**src/rtl/alu_share_arbiter.sv**
```systemverilog
// alu_share_arbiter
//   Shares one combinational ALU between two requesters (0 = execute stage,
//   1 = address-gen/branch unit). At most one request is granted per cycle, with
//   round-robin order on conflict. The ALU result is captured into a per-requester
//   response register that is held until its owner accepts it.
// Ports
//   clk, reset                      rising-edge clock, async active-high reset
//   reqN_valid/ready/op/a/b         request handshake and operands (N = 0,1)
//   rspN_valid/ready/data           response handshake and captured result
//   alu_op/alu_a/alu_b              drive to the shared ALU (zero when idle)
//   alu_result                      combinational result from the ALU
//   conflict_cnt                    saturating count of cycles with both eligible
module alu_share_arbiter #(
  parameter int unsigned DATA_W = 32,
  parameter int unsigned OP_W   = 4,
  parameter int unsigned CNT_W  = 16
) (
  input  logic              clk,
  input  logic              reset,
  input  logic              req0_valid,
  output logic              req0_ready,
  input  logic [OP_W-1:0]   req0_op,
  input  logic [DATA_W-1:0] req0_a,
  input  logic [DATA_W-1:0] req0_b,
  input  logic              req1_valid,
  output logic              req1_ready,
  input  logic [OP_W-1:0]   req1_op,
  input  logic [DATA_W-1:0] req1_a,
  input  logic [DATA_W-1:0] req1_b,
  output logic              rsp0_valid,
  input  logic              rsp0_ready,
  output logic [DATA_W-1:0] rsp0_data,
  output logic              rsp1_valid,
  input  logic              rsp1_ready,
  output logic [DATA_W-1:0] rsp1_data,
  output logic [OP_W-1:0]   alu_op,
  output logic [DATA_W-1:0] alu_a,
  output logic [DATA_W-1:0] alu_b,
  input  logic [DATA_W-1:0] alu_result,
  output logic [CNT_W-1:0]  conflict_cnt
);

  logic              rsp0_valid_q, rsp0_valid_d;
  logic              rsp1_valid_q, rsp1_valid_d;
  logic [DATA_W-1:0] rsp0_data_q, rsp0_data_d;
  logic [DATA_W-1:0] rsp1_data_q, rsp1_data_d;
  logic              last_grant_q, last_grant_d;
  logic [CNT_W-1:0]  cnt_q, cnt_d;

  logic slot0_free, slot1_free;
  logic elig0, elig1;
  logic grant0, grant1;

  // A slot draining this cycle may be refilled on the same edge.
  assign slot0_free = !rsp0_valid_q || rsp0_ready;
  assign slot1_free = !rsp1_valid_q || rsp1_ready;
  assign elig0      = req0_valid && slot0_free;
  assign elig1      = req1_valid && slot1_free;

  // Grant: lone eligible requester wins; on conflict the one that did not win last.
  always_comb begin
    grant0 = 1'b0;
    grant1 = 1'b0;
    if (elig0 && elig1) begin
      grant0 = last_grant_q;
      grant1 = !last_grant_q;
    end else begin
      grant0 = elig0;
      grant1 = elig1;
    end
  end

  assign req0_ready = grant0;
  assign req1_ready = grant1;

  // Idle drive is a quiet add of zeros so the ALU inputs do not toggle.
  always_comb begin
    alu_op = '0;
    alu_a  = '0;
    alu_b  = '0;
    if (grant0) begin
      alu_op = req0_op;
      alu_a  = req0_a;
      alu_b  = req0_b;
    end else if (grant1) begin
      alu_op = req1_op;
      alu_a  = req1_a;
      alu_b  = req1_b;
    end
  end

  always_comb begin
    rsp0_valid_d = rsp0_valid_q;
    rsp0_data_d  = rsp0_data_q;
    rsp1_valid_d = rsp1_valid_q;
    rsp1_data_d  = rsp1_data_q;
    last_grant_d = last_grant_q;
    cnt_d        = cnt_q;

    if (grant0) begin
      rsp0_valid_d = 1'b1;
      rsp0_data_d  = alu_result;
      last_grant_d = 1'b0;
    end else if (rsp0_ready) begin
      rsp0_valid_d = 1'b0;
    end

    if (grant1) begin
      rsp1_valid_d = 1'b1;
      rsp1_data_d  = alu_result;
      last_grant_d = 1'b1;
    end else if (rsp1_ready) begin
      rsp1_valid_d = 1'b0;
    end

    if (elig0 && elig1 && (cnt_q != {CNT_W{1'b1}})) begin
      cnt_d = cnt_q + CNT_W'(1);
    end
  end

  always_ff @(posedge clk or posedge reset) begin
    if (reset) begin
      rsp0_valid_q <= 1'b0;
      rsp1_valid_q <= 1'b0;
      rsp0_data_q  <= '0;
      rsp1_data_q  <= '0;
      last_grant_q <= 1'b1;  // requester 0 wins the first conflict
      cnt_q        <= '0;
    end else begin
      rsp0_valid_q <= rsp0_valid_d;
      rsp1_valid_q <= rsp1_valid_d;
      rsp0_data_q  <= rsp0_data_d;
      rsp1_data_q  <= rsp1_data_d;
      last_grant_q <= last_grant_d;
      cnt_q        <= cnt_d;
    end
  end

  assign rsp0_valid   = rsp0_valid_q;
  assign rsp1_valid   = rsp1_valid_q;
  assign rsp0_data    = rsp0_data_q;
  assign rsp1_data    = rsp1_data_q;
  assign conflict_cnt = cnt_q;

endmodule

```
**config.mk**
```make
export PLATFORM = sky130hd
export DESIGN_NAME = alu_share_arbiter
export DESIGN_NICKNAME = d
export VERILOG_FILES = /design/src/rtl/alu_share_arbiter.sv
export SDC_FILE = /design/constraint.sdc
export NUM_CORES = 1
export LEC_CHECK = 0
export ABC_AREA = 1
export BUFFER_PORTS_ARGS = -buffer_cell sky130_fd_sc_hd__buf_2
export CORE_AREA = 5 5 123 125
export DETAILED_ROUTE_END_ITERATION = 10
export DIE_AREA = 0 0 128 130
export GPL_ROUTABILITY_DRIVEN = 0
export PLACE_DENSITY = 0.76
export SYNTH_ARGS = -nofsm -noshare
export SYNTH_HDL_FRONTEND = slang
export SYNTH_SLANG_ARGS = --single-unit
```
**constraint.sdc**
```tcl
create_clock -name clk -period 7 [get_ports clk]
set_clock_uncertainty 0.05 [all_clocks]
set_input_delay 1.4 -clock clk [delete_from_list [all_inputs] [get_ports clk]]
set_output_delay 1.4 -clock clk [all_outputs]
set_load 0.01 [all_outputs]
```
* After elaboration in Yosys (flattened, before gate mapping)
Cells that the tools add are included.
** Word-level totals
- Register bits after elaboration :: 83
- Logic and storage cells :: 34
- Output and inout port bits :: 152
** Cells by class
- $add $sub $neg :: 1
- Equal/unequal tests :: 1
- Reductions and logical operators :: 12
- Muxes and demuxes :: 14
** Operators by type and width (number)
- $mux 32 :: 4
- $add 16x1->16 const B :: 1
- $ne 16x16->1 const B :: 1
- $mux 1 :: 8
- $mux 4 :: 2
- $reduce_bool 2->1 :: 3
- $logic_and 1x1->1 :: 4
- $logic_not 1->1 :: 3
- $logic_or 1x1->1 :: 2

* Longest topological paths before layout
Gate-level depths: netlist of run 1.
- Word-level depth :: 7
- Depth in mapped cells :: 10
- Gate-level depth less buffers :: 9

* Worst setup path after synthesis of run 1
OpenSTA, ideal clock, no wires.
- Path type :: input port to output port
- From :: in rsp0_ready
- To :: out alu_a[15]
- Cell stages on the path :: 9
- Path slack :: 3.333 ns
- Data required time :: 5.550 ns
- Arrival :: 2.217 ns
- Path buffers :: 2
- Path through :: o21ai_2 -> inv_2 -> nand2_1 -> nand2_2 -> inv_2 -> buf_6 -> buf_4 -> nand2_1 -> nand2_1
** On the way
- Cells in the longest elaborated chain, start to end :: 6
- Elaborated cells on any way between the ends :: 7
** RTL lines
- start, declared :: RTL line 31 : input logic rsp0_ready,
- $logic_or 1x1->1 * :: RTL line 55 : assign slot0_free = !rsp0_valid_q || rsp0_ready;
- $logic_and 1x1->1 * :: RTL line 57 : assign elig0 = req0_valid && slot0_free;
- $logic_and 1x1->1 :: RTL line 64 : if (elig0 && elig1) begin
- $mux 1 :: RTL line 64
- $mux 32 :: RTL line 85 : end else if (grant1) begin
- $mux 32 * :: RTL line 81 : if (grant0) begin
- end, declared :: RTL line 37 : output logic [DATA_W-1:0] alu_a,
Mark *: on every way between the ends. The rest lies on a longest branch, timed or not.

* Worst setup path after layout of run 1
- From :: in rsp0_ready
- To :: out alu_a[28]
The elaborated chain is that of the path after synthesis.

==> reports/metrics.cfg, run 1 <==
[outcome]
run_status=finished, final reports clean

[critical_path]
crit_path_start_kind=primary input
worstPathRequired_ps=5550
crit_chain=buf_2 -> o21ai_2 -> inv_2 -> nand2_1 -> nand2_2 -> inv_2 -> nand2_1 -> nand2_1 -> buf_2
regToRegStartpoint=conflict_cnt[0]$_DFFE_PP0P_
critical_path.top_delay_family=buffers and inverters
critPathArrivalTime_ps=3130
worst-path-stages=9
cp-end-kind=primary output
path_common_cell=nand2_1
worst-path-buf-inv=4
crit_fanout=69
cp_slowest_cell=inv_2
r2r_end=conflict_cnt[4]$_DFFE_PP0P_
rrSetupSlack_ps=5220
path_class=primary input to primary output
cp_slowest_stage_delay_ps=740
worstRegToRegCells=7

[logic_synthesis]
synth_warnings=0
yosysTopAreaCell=dfrtp_1
ys_ff_latch=83
syn_avg_cell_area_um2=7.14
syn-cell-area_um2=4470
synthTopCellsByArea=dfrtp_1, nand2_1, o21ai_0, inv_1, o21ai_1
synthCells=625
yosysSeqAreaShare=0.465
syn_nets=800
yosysUniqueCellTypes=22
synth_top_area_share=0.460

[global_routing]
grt_pass1_vias=4459
antenna_found_initial=0
grt_remaining_overflow=0
track_usage=0.167
grt_max_degree=75
grt_pass1_wl_um=22400

[floorplan]
start_util=0.324
die_h_um=130
num_rows=43
core-area_um2=13800
die_x_um=128
dieArea_um2=16600
ioPinCount=326

[detailed_routing]
drc=0
wirelength_um=15200
num_vias=4879
drtIter0Drc=321
postRouteAntennaNets=0
firstDrtPassIters=5
wl_per_cell_um=13.6
viasPerCell=4.36

[hold_path]
hold_class=register to register
hp-start=rsp0_data[25]$_DFFE_PP0P_
hold_depth=2
min_to=rsp0_data[25]$_DFFE_PP0P_

[clocking]
cts_buffers=9
clkTransAtPathRegs_ps=60
cts.sinks=83
ctsRootBufferMaster=clkbuf_16
tritoncts=yes
post-cts-setup-buffer-count=0
clk_latency_ps=330
clock_tree.buffer_depth=2
htree_levels=3
cts_hold_buf=0
cts_resized=0

[pwr]
netSwitchingFraction=0.363
p_per_area_nw_per_um2=274
p_comb_frac=0.348
clkPwrFrac=0.265
p_leak_nw=3.87
p_switching_w=0.000638
ir_drop_v=0.000151
p_int_w=0.00112
pwr-share-seq=0.387

[sta]
setup_viol=0
max_freq_ghz=0.219
min_period_ps=4580
final_hold_viol_count=0
min_period_over_period=0.654
grt_setup_unrepaired=no
worstMarginPinSlew_ps=1090
slew_viol_final=0
fin_tns_setup_ps=0
slew_headroom=0.276

[finish]
multi_input_area_um2=1950
syn_to_final_growth_pct=43.6
final_nets=1110
register_area_um2=2080
final_util=0.466
fillers=1378
drive_above_1_share=0.393
n_antenna_cell=0

[place]
portBuffers=325
dp_hpwl_um=11900

[job]
max-cap-violations=0

==> metal layers <==
layer | global-route usage | vias to the layer above | share of wire
met5 | 0 | - | 0
met4 | 0.0393 | 0 | 0.0076
met3 | 0.0594 | 10 | 0.096
met2 | 0.286 | 182 | 0.51
met1 | 0.204 | 2161 | 0.39
li1 | - | 2526 | -
==> flip-flops by register name (all words and copies together), names as in the netlist <==
name	flops
rsp1_valid	1
rsp0_data	32
rsp1_data	32
rsp0_valid	1
last_grant_q	1
conflict_cnt	16
==> final cells by class <==
class | instances | area share
Timing Repair Buffer | 329 | 0.258
Clock buffer | 10 | 0.0357
Inverter | 56 | 0.0330
Sequential cell | 83 | 0.324
Clock inverter | 6 | 0.0103
Tap cell | 180 | 0.0351
Multi-Input combinational cell | 456 | 0.304
==> placed cells by master (no fill, tap or decap), drive strengths merged <==
cell type,netlist,routed
nor2,20,20
xor2,2,2
clkinv,0,5
inv,56,56
o21ai,81,81
ha,1,1
nand3,8,8
nand4,5,5
nand2,336,336
dfrtp,82,82
buf,28,329
clkbuf,2,10
bufinv,0,1
dfstp,1,1
xnor2,3,3
==> synth_stat cells, drive strengths merged <==
library cell	n
buf	28
dfstp	1
nor2	20
ha	1
clkbuf	2
xor2	2
nand4	5
dfrtp	82
xnor2	3
inv	56
nand3	8
o21ai	81
nand2	336
==> worst max-delay path by stage <==
| stage | from | end |
|---|---|---|
| after global placement | rsp0_ready | alu_a[28] |
| after floorplan | rsp0_ready | alu_a[15] |
| after CTS | rsp0_ready | alu_a[28] |
| after detailed placement | rsp0_ready | alu_a[28] |
| after global routing | rsp0_ready | alu_a[28] |
| final | rsp0_ready | alu_a[28] |
==> power groups by stage <==
stage | sequential (W) | clock, W | combinational (W)
floorplan | 0.000737 | 0 | 0.000292
global placement | 0.000685 | 0 | 0.000614
detailed placement | 0.000687 | 0 | 0.000624
CTS | 0.000681 | 0.000486 | 0.000624
global route | 0.000699 | 0.000507 | 0.000686
finish | 0.000681 | 0.000466 | 0.000612
==> worst reg2reg max path: cells and delay by family (launching register included) <==
kind	cells	cell delay [ps]
flip-flops	1	450
AND/OR/NAND/NOR	4	660
AO/OA/AOI/OAI	1	180
adder cells (fa/ha/maj)	1	260
buffers and inverters	1	50
==> logic make-up (layout without fill, tap and decap cells) <==
| kind of cell | after synthesis | after routing | synth area share |
|---|---|---|---|
| flip-flops | 83 | 83 | 0.465 |
| buffers and inverters | 86 | 401 | 0.0986 |
| AND/OR/NAND/NOR | 369 | 369 | 0.326 |
| AO/OA/AOI/OAI | 81 | 81 | 0.0975 |
| XOR/XNOR | 5 | 5 | 0.00981 |
| adder cells (fa/ha/maj) | 1 | 1 | 0.00280 |
==> per-stage QoR <==
stage / instance area (um^2) / cells / worst slack, ps / total power [W] / hold slack (ps)
final: 6410 / 1120 / 2420 / 0.00176 / 428
after global routing: 6410 / 1120 / 2260 / 0.00189 / 453
after CTS: 6410 / 1120 / 2430 / 0.00179 / 434
after detailed placement: 6120 / 1104 / 2440 / 0.00131 / 418
after global placement: 6120 / 1104 / 2440 / 0.00130 / 413
after floorplan: 4470 / 625 / 3330 / 0.00103 / 430
(Power assumes the default switching activity.)
==> run 2: changes to the inputs <==
--- a/config.mk
+++ b/config.mk
@@ -7,11 +7,12 @@
 export LEC_CHECK = 0
 export ABC_AREA = 1
 export BUFFER_PORTS_ARGS = -buffer_cell sky130_fd_sc_hd__buf_2
-export CORE_AREA = 5 5 123 125
+export CORE_ASPECT_RATIO = 0.7
+export CORE_MARGIN = 5
+export CORE_UTILIZATION = 37
 export DETAILED_ROUTE_END_ITERATION = 10
-export DIE_AREA = 0 0 128 130
 export GPL_ROUTABILITY_DRIVEN = 0
-export PLACE_DENSITY = 0.76
+export PLACE_DENSITY = 0.87
 export SYNTH_ARGS = -nofsm -noshare
 export SYNTH_HDL_FRONTEND = slang
 export SYNTH_SLANG_ARGS = --single-unit
==> constraint.sdc (replaced) <==
create_clock -name clk -period 3.8 [get_ports clk]
set_clock_uncertainty 0.05 [all_clocks]
set_input_delay 0.76 -clock clk [delete_from_list [all_inputs] [get_ports clk]]
set_output_delay 0.76 -clock clk [all_outputs]
set_load 0.01 [all_outputs]
==> run 2 against run 1 <==
Register-to-register slack lost 3200 ps. Routed wire length is 11% higher. Clock power grew 79%. Cell area rose by 0.23%. Clock-buffer cell count is 1 lower. Critical endpoint is now alu_b[23]. Highest routed layer is now met5.
==> reports/metrics.cfg, run 2 (synthesis gave the netlist of run 1 again) <==
[critical_path]
crit_path_start_kind=primary input
path_common_cell=nand2_1
critPathLaunch=rsp1_ready
crit_chain=buf_2 -> o21ai_2 -> inv_2 -> nand2_1 -> nand2_2 -> inv_2 -> buf_12 -> nand2_1 -> nand2_1 -> buf_2
critPathArrivalTime_ps=2210  ; -920 ps
worstRegToRegCells=6  ; -1
cp_slowest_stage_delay_ps=350  ; -390 ps
path_class=primary input to primary output
rrSetupSlack_ps=2000  ; -3220 ps
cp-end-kind=primary output
regToRegStartpoint=conflict_cnt[0]$_DFFE_PP0P_
cp_slowest_cell=inv_2
r2r_end=conflict_cnt[5]$_DFFE_PP0P_
worstPathRequired_ps=2990  ; -2560 ps
crit_fanout=41  ; -41%

[floorplan]
die_x_um=141  ; +10%
ioPinCount=326  ; unchanged
core-area_um2=11800  ; -15%
die_h_um=102  ; -22%
dieArea_um2=14400  ; -13%
start_util=0.379  ; +0.0553
num_rows=33  ; -23%

[detailed_routing]
drtIter0Drc=315  ; -1.9%
drc=0  ; unchanged
wl_per_cell_um=15.2  ; +12%
num_vias=5079  ; +4.1%
viasPerCell=4.60  ; +5.6%
firstDrtPassIters=5  ; unchanged
wirelength_um=16800  ; +11%
postRouteAntennaNets=0  ; unchanged

[job]
max-cap-violations=0  ; unchanged

[hold_path]
hold_depth=2  ; unchanged
hold_class=register to register
min_to=rsp1_data[4]$_DFFE_PP0P_
hp-start=rsp1_data[4]$_DFFE_PP0P_

[place]
dpl_worst_slack_ps=777  ; -1660 ps
dp_hpwl_um=13600  ; +14%
portBuffers=325  ; unchanged
place_inst=1083  ; -1.9%

[finish]
drive_above_1_share=0.395  ; +0.00235
layout_commonest_cell=nand2_1
finalNonFillerCells=1104  ; -1.4%
final_nets=1112  ; +0.18%
syn_to_final_growth_pct=44.0
most-common-layout-cells=nand2_1, buf_2, dfrtp_1

[clocking]
tritoncts=yes
clock_tree.buffer_depth=2  ; unchanged
cts_buffers=9  ; unchanged
clk_latency_ps=340  ; about the same
cts.sinks=83  ; unchanged
clkTransAtPathRegs_ps=60  ; about the same
cts_resized=0  ; unchanged
post-cts-setup-buffer-count=0  ; unchanged
htree_levels=3  ; unchanged
ctsRootBufferMaster=clkbuf_16
cts_hold_buf=0  ; unchanged

[global_routing]
grt_remaining_overflow=0  ; unchanged
track_usage=0.221  ; +0.0540
grt_pass1_vias=4741  ; +6.3%
grt_pass1_wl_um=24900  ; +11%
grt_max_degree=66  ; -12%
antenna_found_initial=7  ; +7

[sta]
final_hold_viol_count=0  ; unchanged
worstMarginPinSlew_ps=1090  ; +4.88 ps
setup_viol=0  ; unchanged
fin_tns_setup_ps=0  ; unchanged
grt_setup_unrepaired=no
setup_ws_ps=781  ; -1640 ps
max_freq_ghz=0.331
min_period_over_period=0.794
slew_viol_final=0  ; unchanged
slew_headroom=0.272  ; -0.00410
min_period_ps=3020

[outcome]
run_status=finished, final reports clean

[pwr]
ir_drop_v=0.000277  ; +83%
p_per_area_nw_per_um2=504  ; +84%
power_w=0.00324  ; +84%
p_leak_nw=3.88  ; +0.27%

[run 2: cell count changes in the layout (fill, tap and decap cells not counted), sizes merged]
cell	delta
diode	+5
clkinv	-1
clkinvlp	+1
clkbuf	-1
inv	+2
buf	+2
bufinv	-1
[run 2: worst max-delay path by stage]
stage | endpoint | slack [ps] | depth (start not counted)
3_5_place_dp | alu_b[21] | 780 | 10
6_report | alu_b[23] | 780 | 10
2_1_floorplan | conflict_cnt[0]$_DFFE_PP0P_ | 850 | 1
4_1_cts | alu_b[21] | 770 | 10
5_1_grt | alu_b[24] | 630 | 10
3_3_place_gp | alu_b[21] | 770 | 10
[run 2: power breakdown]
group / switching (W) / internal, W
registers: 0.000159 / 0.00110
logic: 0.000687 / 0.000458
clock network: 0.000380 / 0.000455
[run 2: stage by stage]
stage,hold slack (ps),util,instance area [um^2]
2_1_floorplan,430,-,4470
3_3_place_gp,411,0.521,6130
3_5_place_dp,417,0.521,6130
4_1_cts,433,0.545,6420
5_1_grt,450,0.546,6430
6_report,434,0.546,6430
[run 2: routing by layer]
metal	routed length (um)	share of wire	GRT usage	up-vias
li1	-	-	-	2544
met1	6460	0.38	0.270	2344
met4	248	0.015	0.0655	4
met5	27	0.0016	0	-
met2	8950	0.53	0.390	161
met3	1150	0.068	0.0571	26
[run 2: final cells by class]
class                   count  area [um^2]
inverters                  56          211
clock inverters             7         61.3
diodes                      5         12.5
flip-flops and latches     83         2080
repair buffers            331         1700
multi-input cells         456         1950
fillers                  1162         5340
well taps                 157          196
clock buffers               9          225
[run 2: critical path: cells and delay by family]
| family | cells | cell delay [ps] |
|---|---|---|
| AOI/OAI and AO/OA | 1 | 170 |
| buffers and inverters | 5 | 940 |
| and+or+nand+nor | 4 | 320 |
==> run 3: changes to the inputs <==
==> constraint.sdc (replaced) <==
create_clock -name clk -period 2.7 [get_ports clk]
set_clock_uncertainty 0.05 [all_clocks]
set_input_delay 0.54 -clock clk [delete_from_list [all_inputs] [get_ports clk]]
set_output_delay 0.54 -clock clk [all_outputs]
set_load 0.01 [all_outputs]
==> run 3 against run 2 <==
Sequential share of layout area down 0.34 points. Register-to-register slack worse by 1100 ps. Sequential power up 40%. Worst setup slack worse by 570 ps. Clock-buffer cell count up 1. Combinational power up 42%. Critical endpoint is now alu_a[13].
==> reports/metrics.cfg, run 3 (synthesis gave the netlist of run 1 again) <==
[critical_path]
cp-end-kind=primary output
crit_fanout=40  ; -2.4%
critical_path.top_delay_family=buffers and inverters
cp_slowest_cell=dfrtp_1
worst-path-buf-inv=5  ; unchanged
worstRegToRegCells=6  ; unchanged
cp_slowest_stage_delay_ps=340  ; about the same
path_class=register to primary output
crit_path_start_kind=register
critPathArrivalTime_ps=1900  ; -310 ps
worstPathRequired_ps=2110  ; -880 ps
rrSetupSlack_ps=940  ; -1060 ps
regToRegStartpoint=conflict_cnt[0]$_DFFE_PP0P_
crit_chain=inv_1 -> o21ai_2 -> inv_2 -> nand2_1 -> nand2_2 -> inv_2 -> buf_12 -> nand2_1 -> nand2_1 -> buf_2
path_common_cell=nand2_1
r2r_end=conflict_cnt[6]$_DFFE_PP0P_

[pwr]
pwr-share-seq=0.380  ; -0.009
p_comb_frac=0.350  ; -0.004
netSwitchingFraction=0.366  ; -0.0124
p_int_w=0.00296  ; +47%
p_per_area_nw_per_um2=719  ; +43%
p_leak_nw=3.90  ; +0.63%
clkPwrFrac=0.270  ; +0.012
ir_drop_v=0.000382  ; +38%
p_switching_w=0.00171  ; +39%

[clocking]
post-cts-setup-buffer-count=0  ; unchanged
clkTransAtPathRegs_ps=60  ; about the same
cts_hold_buf=0  ; unchanged
tritoncts=yes
cts.sinks=83  ; unchanged
clock_tree.buffer_depth=2  ; unchanged
ctsRootBufferMaster=clkbuf_16
clk_latency_ps=330  ; about the same
cts_resized=0  ; unchanged
cts_buffers=9  ; unchanged
htree_levels=3  ; unchanged

[floorplan]
core-area_um2=11800  ; unchanged
dieArea_um2=14400  ; unchanged
die_h_um=102  ; unchanged
start_util=0.379  ; unchanged
num_rows=33  ; unchanged
die_x_um=141  ; unchanged
ioPinCount=326  ; unchanged

[sta]
setup_viol=0  ; unchanged
max_freq_ghz=0.402
min_period_over_period=0.921
worstMarginPinSlew_ps=620  ; -470 ps
fin_tns_setup_ps=0  ; unchanged
slew_viol_final=0  ; unchanged
whs_ps=223  ; -211 ps
grt_setup_unrepaired=no
slew_headroom=0.586  ; +0.313
final_hold_viol_count=0  ; unchanged
min_period_ps=2490

[detailed_routing]
drc=0  ; unchanged
viasPerCell=4.63  ; +0.65%
firstDrtPassIters=5  ; unchanged
num_vias=5103  ; +0.47%
wirelength_um=17000  ; +1.1%
wl_per_cell_um=15.4  ; +1.3%
postRouteAntennaNets=0  ; unchanged
drtIter0Drc=309  ; -1.9%

[finish]
finalNonFillerCells=1102  ; -0.18%
syn_to_final_growth_pct=45.5
most-common-layout-cells=nand2_1, buf_2, dfrtp_1
final_nets=1114  ; +0.18%
finalInstanceArea_um2=6500  ; +1.1%
final_util=0.552  ; +0.00585
drive_above_1_share=0.396  ; +0.00128
layout_commonest_cell=nand2_1

[global_routing]
grt_pass1_wl_um=24600  ; -1.3%
grt_pass1_vias=4534  ; -4.4%
track_usage=0.220  ; -0.000997
grt_remaining_overflow=0  ; unchanged
grt_max_degree=66  ; unchanged
antenna_found_initial=1  ; -6

[place]
placed_area_um2=6180  ; +0.90%
dp_hpwl_um=13700  ; +0.96%
portBuffers=325  ; unchanged
place_inst=1085  ; +0.18%

[outcome]
run_status=finished, final reports clean

[hold_path]
hold_class=primary input to async pin

[job]
max-cap-violations=0  ; unchanged

## run 3: cell count changes in the layout (fill, tap and decap cells not counted)
cell        delta
buf_12         +3
buf_4          -1
bufinv_16      +1
clkbuf_8       +1
clkinv_2       -2
clkinv_4       -1
clkinvlp_4     +2
diode_2        -4
inv_6          +1
inv_8          -2
## run 3: per-stage QoR
step	setup WS [ps]	power [W]
after global routing	92.4	0.00497
after floorplan	753	0.00267
after detailed placement	279	0.00343
after global placement	315	0.00339
after CTS	188	0.00471
final	213	0.00467
## run 3: how the worst max path moves through the flow
stage | from | end | cells after the start
floorplan | rsp0_ready | alu_a[15] | 9
global placement | rsp1_ready | alu_a[13] | 10
detailed placement | rsp1_ready | alu_a[13] | 10
CTS | rsp1_valid$_DFFE_PP0P_ | alu_a[13] | 10
global route | rsp1_valid$_DFFE_PP0P_ | alu_a[13] | 10
finish | rsp1_valid$_DFFE_PP0P_ | alu_a[13] | 10
## run 3: metal layers
metal	share of wire	global-route usage
met3	0.091	0.0622
met1	0.40	0.297
met4	0.024	0.0692
met2	0.49	0.347
met5	0.00065	0
## run 3: layout make-up
type                    count  area [um^2]
repair buffers            333         1750
multi-input cells         456         1950
diodes                      1         2.50
inverters                  56          214
clock buffers              10          239
well taps                 157          196
flip-flops and latches     83         2080
fillers                  1120         5270
clock inverters             6         71.3
## run 3: power by group through the flow
stage	sequential, W	clock (W)	combinational (W)
3_5_place_dp	0.00179	0	0.00164
5_1_grt	0.00182	0.00135	0.00181
2_1_floorplan	0.00191	0	0.000757
6_report	0.00177	0.00126	0.00163
4_1_cts	0.00177	0.00129	0.00165
3_3_place_gp	0.00178	0	0.00161
## run 3: worst register-to-register path, cell delays in order (launching register included)
cell	delay [ps]
dfrtp_1	460
ha_1	240
nand3_2	120
inv_2	90
nand2_4	80
o21ai_2	430
o21ai_0	150
